### src/rtl/nv_ramdp_flop_param.sv
// nv_ramdp_flop_param: parametrised single-clock 1R1W flop-array RAM with
// selectable read latency, write-to-read bypass, per-entry valid bits and a
// sleep/wake sequencer with optional retention.
module nv_ramdp_flop_param #(
    parameter int DW       = 16,
    parameter int DEPTH    = 32,
    parameter int AW       = 5,
    parameter int RD_LAT   = 1,
    parameter int BYPASS   = 1,
    parameter int WAKE_CYC = 4
) (
    input  logic          nvdla_core_clk,
    input  logic          nvdla_core_rstn,
    input  logic          re,
    input  logic [AW-1:0] ra,
    input  logic          we,
    input  logic [AW-1:0] wa,
    input  logic [DW-1:0] wd,
    output logic          rd_vld,
    output logic [DW-1:0] rd,
    input  logic          sleep_en,
    input  logic          ret_en,
    output logic          ram_ready,
    output logic          err_drop
);

    typedef enum logic [1:0] {
        ST_ACTIVE = 2'd0,
        ST_SLEEP  = 2'd1,
        ST_WAKE   = 2'd2
    } state_t;

    localparam logic [AW:0] DEPTH_C = (AW+1)'(DEPTH);
    localparam logic [3:0]  WAKE_C  = 4'(WAKE_CYC);

    state_t          state;
    state_t          state_nxt;
    logic [3:0]      wake_cnt;
    logic [3:0]      wake_cnt_nxt;

    logic [DW-1:0]   mem [DEPTH];
    logic [DEPTH-1:0] valid;

    logic            re_acc;
    logic            we_acc;
    logic            ra_ok;
    logic            wa_ok;
    logic            sleep_entry;
    logic [DW-1:0]   rd_data_nxt;

    logic            s1_vld;
    logic [DW-1:0]   s1_data;

    // Access qualification: only ACTIVE accepts, addresses beyond DEPTH are harmless
    always_comb begin
        re_acc      = re & ram_ready;
        we_acc      = we & ram_ready;
        ra_ok       = ({1'b0, ra} < DEPTH_C);
        wa_ok       = ({1'b0, wa} < DEPTH_C);
        sleep_entry = (state == ST_ACTIVE) && sleep_en;
    end

    // Sequencer state and wake counter; reset restarts the wake sequence
    always_ff @(posedge nvdla_core_clk or negedge nvdla_core_rstn) begin
        if (!nvdla_core_rstn) begin
            state    <= ST_WAKE;
            wake_cnt <= WAKE_C;
        end else begin
            state    <= state_nxt;
            wake_cnt <= wake_cnt_nxt;
        end
    end

    // Next-state logic; a re-asserted sleep during WAKE returns straight to SLEEP
    always_comb begin
        state_nxt    = state;
        wake_cnt_nxt = wake_cnt;
        case (state)
            ST_ACTIVE: begin
                if (sleep_en) state_nxt = ST_SLEEP;
            end
            ST_SLEEP: begin
                if (!sleep_en) begin
                    state_nxt    = ST_WAKE;
                    wake_cnt_nxt = WAKE_C;
                end
            end
            ST_WAKE: begin
                if (sleep_en) begin
                    state_nxt = ST_SLEEP;
                end else if (wake_cnt <= 4'd1) begin
                    state_nxt = ST_ACTIVE;
                end else begin
                    wake_cnt_nxt = wake_cnt - 4'd1;
                end
            end
            default: begin
                state_nxt    = ST_WAKE;
                wake_cnt_nxt = WAKE_C;
            end
        endcase
    end

    // Array is only usable in ACTIVE
    always_comb begin
        ram_ready = (state == ST_ACTIVE);
    end

    // Data flops carry no reset; the valid bits decide what a read may see
    always_ff @(posedge nvdla_core_clk) begin
        if (we_acc && wa_ok) mem[wa] <= wd;
    end

    // Valid bits: lost on reset or on a non-retaining sleep, set by writes
    always_ff @(posedge nvdla_core_clk or negedge nvdla_core_rstn) begin
        if (!nvdla_core_rstn) begin
            valid <= '0;
        end else if (sleep_entry && !ret_en) begin
            valid <= '0;
        end else if (we_acc && wa_ok) begin
            valid[wa] <= 1'b1;
        end
    end

    // Read data selection: out-of-range or invalid entries read as zero
    always_comb begin
        rd_data_nxt = '0;
        if (ra_ok) begin
            if ((BYPASS != 0) && we_acc && wa_ok && (wa == ra)) begin
                rd_data_nxt = wd;
            end else if (valid[ra]) begin
                rd_data_nxt = mem[ra];
            end
        end
    end

    // First read stage; data only moves on an accepted read so rd holds otherwise
    always_ff @(posedge nvdla_core_clk or negedge nvdla_core_rstn) begin
        if (!nvdla_core_rstn) begin
            s1_vld  <= 1'b0;
            s1_data <= '0;
        end else begin
            s1_vld <= re_acc;
            if (re_acc) s1_data <= rd_data_nxt;
        end
    end

    // Sticky flag for any access attempted while the array is not ready
    always_ff @(posedge nvdla_core_clk or negedge nvdla_core_rstn) begin
        if (!nvdla_core_rstn) begin
            err_drop <= 1'b0;
        end else if ((re || we) && !ram_ready) begin
            err_drop <= 1'b1;
        end
    end

    generate
        if (RD_LAT == 2) begin : g_lat2
            logic          s2_vld;
            logic [DW-1:0] s2_data;

            // Optional output register stage, also holding between valid reads
            always_ff @(posedge nvdla_core_clk or negedge nvdla_core_rstn) begin
                if (!nvdla_core_rstn) begin
                    s2_vld  <= 1'b0;
                    s2_data <= '0;
                end else begin
                    s2_vld <= s1_vld;
                    if (s1_vld) s2_data <= s1_data;
                end
            end

            assign rd_vld = s2_vld;
            assign rd     = s2_data;
        end else begin : g_lat1
            assign rd_vld = s1_vld;
            assign rd     = s1_data;
        end
    endgenerate

endmodule

### config.mk
export PLATFORM = sky130hd
export DESIGN_NAME = nv_ramdp_flop_param
export DESIGN_NICKNAME = d
export VERILOG_FILES = /design/src/rtl/nv_ramdp_flop_param.sv
export SDC_FILE = /design/constraint.sdc
export NUM_CORES = 1
export LEC_CHECK = 0
export BUFFER_PORTS_ARGS = -buffer_cell sky130_fd_sc_hd__buf_2
export CORE_ASPECT_RATIO = 0.9
export CORE_MARGIN = 2
export CORE_UTILIZATION = 30
export CTS_CLUSTER_SIZE = 10
export DETAILED_ROUTE_END_ITERATION = 7
export PLACE_DENSITY = 0.52
export SYNTH_ARGS = -nofsm -noshare
export SYNTH_HDL_FRONTEND = slang
export SYNTH_SLANG_ARGS = --single-unit
export TNS_END_PERCENT = 1
### constraint.sdc
create_clock -name nvdla_core_clk -period 2.5 [get_ports nvdla_core_clk]
set_input_delay 0.125 -clock nvdla_core_clk [delete_from_list [all_inputs] [get_ports nvdla_core_clk]]
set_output_delay 0.125 -clock nvdla_core_clk [all_outputs]
set_load 0.05 [all_outputs]
==> flow_summary.yaml, run 1 <==
outcome:
  status: "finished clean"
clock_network:
  cts_made_buffers: 67
  ctsRootBufferMaster: "sky130_fd_sc_hd__clkbuf_16"
  clock_tree.htree_level_count: 3
  cts.sinks: 568
  clk_transition_reported_paths_ps: 60
  clk_path_buf_depth: 3
  clock_latency_ps: 600
  clock_tree_from_tritoncts: "built"
worst_setup_path:
  slowest_stage: "sky130_fd_sc_hd__o21ai_4"
  timing.critical_path.from_type: "flop"
  endpoint_kind: "flop"
  critical_path.n_buffers_inverters: 0
  regToRegEndpoint: "rd[0]"
  critPathMaxStageDelay_ps: 560
  worst-setup-path-type: "reg -> reg"
  timing.reg2reg.worst_path_depth: 4
  cp_top_family: "multiplexers"
  r2r_slack_ps: 220
  critical_path.most_common_cell: "sky130_fd_sc_hd__mux4_2"
  worstPathRequired_ps: 2950
  critPathMaxFanout: 16
  critical_path.cell_chain: "mux4_2, mux4_2, o21ai_4, o21ai_0"
  reg2reg_from: "valid[23]"
  worst-endpoint-arrival_ps: 2730
routing:
  routed_wirelength_um: 58830
  drt_pre_antenna_iters: 5
  dr_total_vias: 12280
  post-route-drc-count: 0
  vias_per_cell: 4.966
  detail-route-antenna-nets: 0
  wl_per_cell_um: 23.79
  drtIter0Drc: 1217
die:
  fp.dieArea_um2: 77030
  core-area_um2: 74410
  die_y_um: 263.5
  starting_density: 0.3017
  x_dimension_of_the_die_um: 292.3
  placementRows: 95
  ios: 51
yosys:
  synth_fa_ha_area_frac: 0.001115
  post_synth_xor_area_fraction: 0.001951
  synth_cells: 1316
  compound_gate_portion_of_the_synthesized_area: 0.06566
  synth.distinct_cells: 49
  synth.yosys.warnings: 0
  synthesis.area_um2: 22450
  ys_ff_latch: 568
  yosys_most_used_dff: "sky130_fd_sc_hd__edfxtp_1"
  synthMuxAreaShare: 0.1238
  synth.avg_cell_area_um2: 17.06
  number_of_enable_type_register_cells_in_the_synthesized_netlist: 512
  syn_nets: 1350
  yosys.area_share.simple: 0.04169
  synth-seq-area-share: 0.7475
  largest_family_of_logic_cells_by_synthesized_area: "multiplexers"
  synth_async_sr_flop_share: 0.09859
power_and_ir_drop:
  max_rail_drop_vdd_uv: 384.1
  static-leakage-power_nw: 9.106
  power_per_cell_area_nw_per_um2: 794.6
placed_design:
  place.port_buffers: 50
  gp_congestion: 0.7900
  dpl-instance-area_um2: 24460
  dp.final_hpwl_um: 34780
  placed_cells_incl_taps: 2341
global_route:
  antenna_found_initial: 7
  grt_first_pass_wirelength_um: 85580
  grt_pass1_vias: 12450
  globalRouteTotalUtil: 0.1523
  grt_start_max_net_pins: 97
  grt-ovfl-total: 0
finish:
  final.fill_count: 7020
  layout-drive-gt1-share: 0.2505
  design_area_um2: 26540
  post_layout_nonfiller_instances: 2473
  fin_nets: 1481
  synthToLayoutAreaGrowth_pct: 18.22
min_path:
  holdPathEnd: "valid[19]"
  hold_path.class: "in -> reg"
  hold_path_startpoint: "ret_en"
  worstHoldPathCells: 4
timing:
  timing_max_transition_violations_final: 0
  slew_headroom: 0.4193
  max_clock_freq_ghz: 0.4380
  tightestPinTransition_ps: 871.1
  finalHoldViolations: 0
  worst_hold_slack_ps: 57.06
  setup_repair_after_global_routing_missed_its_margin: "false"
  clock-skew-final_ps: 21.38
  timing.final.crit_share: 0.9132
  setup_viol: 0
  layout_min_cycle_time_ps: 2283
  setup_tns_ps: 0
job:
  max-cap-violations: 0
==> report_power, final <==
group | total, mW | switching [mW] | internal, mW
Clock | 8.98 | 3.73 | 5.25
Sequential | 10.6 | 0.130 | 10.5
Combinational | 1.46 | 0.966 | 0.492
Total | 21.1 | 4.83 | 16.3
==> timing repair <==
item | CTS | global route
resized for setup | 0 | 0
hold buffers | 7 | 0
buffers inserted | 0 | 0
endpoints found under the setup margin | 0 | 0
endpoints found under the hold margin | 61 | 0
==> routing by layer <==
layer	up-vias	track usage	routed length, um
met5	-	0	13
met4	2	0.04061	1192
met3	87	0.03309	3636
met2	333	0.2347	26750
met1	6368	0.2173	27240
li1	5492	-	-
==> cell families (layout without fill, tap and decap cells) <==
kind of cell               count (synthesis)  in the layout
other                                      0              2
xor gates and xnor gates                   5              5
AOI/OAI and AO/OA                        220            220
muxes                                    250            250
and+or+nand+nor                          187            187
DFF                                      568            568
buffers and inverters                     84            269
adders and majority gates                  2              2
==> synthesized netlist by cell type, drive strengths merged, types with 3 or more instances <==
library cell / number / area, um2
nand2b: 3 / 18.77
nor2: 97 / 364.1
nor3: 19 / 95.09
nand4b: 3 / 26.28
clkbuf: 32 / 121.4
nor2b: 17 / 106.4
o21a: 9 / 67.56
a211oi: 32 / 240.2
xnor2: 5 / 43.79
a21oi: 5 / 25.02
mux4: 10 / 236.5
nand2: 10 / 37.54
nand4bb: 3 / 33.78
buf: 43 / 255.3
or4: 17 / 127.6
o21ai: 35 / 224.0
dfrtp: 54 / 1351
mux2i: 128 / 1281
nand3b: 5 / 37.54
or3: 3 / 18.77
mux2: 112 / 1261
a22oi: 16 / 120.1
edfxtp: 512 / 15370
o22ai: 113 / 706.9
inv: 9 / 33.78
==> stage by stage <==
stage / utilization / power, mW / worst slack (ps)
after detailed placement: 0.3288 / 12.30 / -4.063
after global placement: 0.3288 / 12.28 / -10.45
after CTS: 0.3566 / 21.29 / 218.4
after floorplan: - / 11.66 / -126.3
final: 0.3566 / 21.09 / 217.1
after global routing: 0.3566 / 21.78 / 110.6
==> worst max path at each step <==
| stage | from | cells past startpoint | end | slack (ps) |
|---|---|---|---|---|
| 2_1_floorplan | state[0] | 5 | mem[20][0] | -130 |
| 3_3_place_gp | ra[0] | 5 | rd[4] | -10 |
| 3_5_place_dp | ra[0] | 5 | rd[0] | -4 |
| 4_1_cts | valid[23] | 4 | rd[0] | 220 |
| 5_1_grt | valid[23] | 4 | rd[2] | 110 |
| 6_report | valid[23] | 4 | rd[0] | 220 |
==> cells in the final DEF, fill, tap and decap left out, types with 3 or more instances in the layout <==
cell type                       instances
sky130_fd_sc_hd__o22ai_1              113
sky130_fd_sc_hd__nand4bb_1              3
sky130_fd_sc_hd__dlygate4sd3_1          7
sky130_fd_sc_hd__nor2_1                64
sky130_fd_sc_hd__buf_12                18
sky130_fd_sc_hd__nand2_1               10
sky130_fd_sc_hd__or3_1                  3
sky130_fd_sc_hd__inv_1                  9
sky130_fd_sc_hd__a211oi_1              32
sky130_fd_sc_hd__nand3b_1               5
sky130_fd_sc_hd__a22oi_1               16
sky130_fd_sc_hd__edfxtp_1             512
sky130_fd_sc_hd__nor3_1                18
sky130_fd_sc_hd__nor2b_1               17
sky130_fd_sc_hd__buf_4                 62
sky130_fd_sc_hd__o21ai_2               10
sky130_fd_sc_hd__nand2b_1               3
sky130_fd_sc_hd__clkbuf_1              48
sky130_fd_sc_hd__or4_1                 17
sky130_fd_sc_hd__mux4_1                 3
sky130_fd_sc_hd__clkbuf_16             70
sky130_fd_sc_hd__dfrtp_1               54
sky130_fd_sc_hd__nor2_2                33
sky130_fd_sc_hd__o21a_1                 9
sky130_fd_sc_hd__mux4_2                 7
sky130_fd_sc_hd__xnor2_1                5
sky130_fd_sc_hd__mux2i_1              128
sky130_fd_sc_hd__a21oi_1                5
sky130_fd_sc_hd__o21ai_0               24
sky130_fd_sc_hd__nand4b_1               3
sky130_fd_sc_hd__buf_2                 49
sky130_fd_sc_hd__mux2_2               112
==> tightest hold or removal path, cell delays in order <==
cell and delay (ps):
sky130_fd_sc_hd__buf_2 90, sky130_fd_sc_hd__nor4b_2 40, sky130_fd_sc_hd__buf_4 210, sky130_fd_sc_hd__nor2_1 120
==> cell type report <==
cell class | count | area [um2] | area share
clock buffers | 118 | 1932 | 0.07280
multi-input cells | 664 | 5351 | 0.2017
well taps | 970 | 1214 | 0.04574
flip-flops and latches | 568 | 16780 | 0.6323
diodes | 2 | 5.005 | 0.0001886
clock inverters | 5 | 65.06 | 0.002452
inverters | 9 | 33.78 | 0.001273
repair buffers | 137 | 1156 | 0.04357
==> sequential cells by signal, indices dropped and copies added, names as in the netlist <==
register	flops
err_drop	1
mem	512
rd	16
rd_vld	1
state	2
valid	32
wake_cnt	4
Power figures use the tool's default switching activity.
==> run 2, diff against run 1 <==
PLACE_DENSITY = 0.55   (was 0.52)
==> flow_summary.yaml, run 2 (synthesis gave the netlist of run 1 again) <==
job:
  max-cap-violations: 0
power_and_ir_drop:
  power.total_mw: 20.93
  max_rail_drop_vdd_uv: 453.3
  power_per_cell_area_nw_per_um2: 791.3
  share_seq_of_total_power: 0.509
  switchingPower_mw: 4.739
  cellInternalPower_mw: 16.19
  pwr-share-clk: 0.421
  power.share.switching: 0.2265
  static-leakage-power_nw: 9.094
  power.combinational.fraction: 0.069
global_route:
  grt_pass1_vias: 12390
  grt_start_max_net_pins: 77
  globalRouteTotalUtil: 0.1490
  antenna_found_initial: 5
  grt-ovfl-total: 0
  grt_first_pass_wirelength_um: 84040
die:
  core-area_um2: 74410
  placementRows: 95
  x_dimension_of_the_die_um: 292.3
  ios: 51
  starting_density: 0.3017
  die_y_um: 263.5
  fp.dieArea_um2: 77030
worst_setup_path:
  worst-endpoint-arrival_ps: 2750
  cp-endpoint: "rd[0]"
  reg2reg_from: "valid[7]"
  regToRegEndpoint: "rd[0]"
  critPathMaxFanout: 16
  r2r_slack_ps: 200
  timing.critical_path.from_type: "flop"
  timing.reg2reg.worst_path_depth: 4
  worst-setup-path-type: "reg -> reg"
  worstPathRequired_ps: 2940
  crit_path_start: "valid[7]"
  endpoint_kind: "flop"
timing:
  worst_hold_slack_ps: 47.60
  setup_repair_after_global_routing_missed_its_margin: "false"
  setup_tns_ps: 0
  timing_max_transition_violations_final: 0
  finalHoldViolations: 0
  layout_min_cycle_time_ps: 2305
  tightestPinTransition_ps: 846.1
  timing.final.crit_share: 0.9220
  layout_setup_ws_ps: 195.1
  slew_headroom: 0.4359
  clock-skew-final_ps: 23.57
  max_clock_freq_ghz: 0.4339
  setup_viol: 0
finish:
  reg_with_most_ffs: "mem"
  fin_nets: 1481
  final.fill_count: 7007
  final_util: 0.3554
  layout.cells.most_common: "sky130_fd_sc_hd__edfxtp_1"
  layout-drive-gt1-share: 0.2462
  synthToLayoutAreaGrowth_pct: 17.81
  post_layout_nonfiller_instances: 2466
  largest_register_ff_count: 512
  design_area_um2: 26440
  layout.cells.most_common_list: "sky130_fd_sc_hd__edfxtp_1, sky130_fd_sc_hd__mux2i_1, sky130_fd_sc_hd__o22ai_1"
outcome:
  status: "finished clean"
clock_network:
  clock_tree.htree_level_count: 3
  cts_setup_buffers: 0
  clock_tree_from_tritoncts: "built"
  clock_latency_ps: 600
  cts.repair.resized: 0
  ctsRootBufferMaster: "sky130_fd_sc_hd__clkbuf_16"
  clk_path_buf_depth: 3
  clk_transition_reported_paths_ps: 60
  cts_made_buffers: 67
  cts.sinks: 568
routing:
  drtIter0Drc: 1067
  drt_pre_antenna_iters: 5
  wl_per_cell_um: 23.33
  dr_total_vias: 12390
  detail-route-antenna-nets: 0
  routed_wirelength_um: 57540
  post-route-drc-count: 0
  vias_per_cell: 5.024
placed_design:
  dp.final_hpwl_um: 33910
  place.port_buffers: 50
  pre_cts_slack_ps: -37.42
  placed_cells_incl_taps: 2341
  dpl-instance-area_um2: 24400
  gp_congestion: 0.7823
min_path:
  hold_path.class: "in -> async"
-- run 2: changes by cell type in the layout (fill, tap and decap cells not counted) --
cell	before	now
sky130_fd_sc_hd__clkbuf_16	70	69
sky130_fd_sc_hd__nor2_2	33	24
sky130_fd_sc_hd__buf_4	62	65
sky130_fd_sc_hd__inv_6	1	2
sky130_fd_sc_hd__clkbuf_1	48	41
sky130_fd_sc_hd__clkbuf_8	0	1
sky130_fd_sc_hd__buf_12	18	15
sky130_fd_sc_hd__nor2_1	64	73
sky130_fd_sc_hd__diode_2	2	1
-- run 2: layout make-up --
type                            instances  area, um2  area share
Multi-Input combinational cell        664       5329      0.2015
Tap cell                              970       1214     0.04590
Timing Repair Buffer                  137       1119     0.04230
Clock inverter                          6      73.82    0.002792
Clock buffer                          111       1894     0.07163
Sequential cell                       568      16780      0.6345
Inverter                                9      33.78    0.001278
Antenna cell                            1      2.502  0.00009463
-- run 2: worst max-delay path: stages (launching register included) --
cell and delay, ps:
sky130_fd_sc_hd__dfrtp_1 370, sky130_fd_sc_hd__mux4_2 490, sky130_fd_sc_hd__mux4_2 500, sky130_fd_sc_hd__o21ai_4 580, sky130_fd_sc_hd__o21ai_0 200
-- run 2: per-layer routing --
layer,up-vias,global-route usage,share of wire
met4,4,0.05017,0.027
met5,-,0,0.00040
met1,6416,0.2177,0.47
met2,379,0.2189,0.44
li1,5505,-,-
met3,86,0.03250,0.066
-- run 2: repair_timing --
item,in CTS,in global routing
setup endpoints to repair,0,0
endpoints found under the hold margin,28,0
hold buffers,7,0
-- run 2: worst min path at each step --
stage	end	startpoint	slack, ps
5_1_grt	valid[26]	ret_en	40
6_report	wake_cnt[0]	nvdla_core_rstn	50
3_3_place_gp	wake_cnt[1]	nvdla_core_rstn	110
3_5_place_dp	wake_cnt[1]	nvdla_core_rstn	130
4_1_cts	valid[1]	ret_en	20
2_1_floorplan	err_drop	nvdla_core_rstn	-170
-- run 2: power by group through the flow --
stage | sequential [mW] | clock (mW) | combinational, mW
floorplan | 10.9 | 0 | 0.713
global placement | 10.8 | 0 | 1.43
detailed placement | 10.8 | 0 | 1.46
CTS | 10.6 | 9.04 | 1.47
global route | 10.7 | 9.41 | 1.56
finish | 10.7 | 8.82 | 1.45
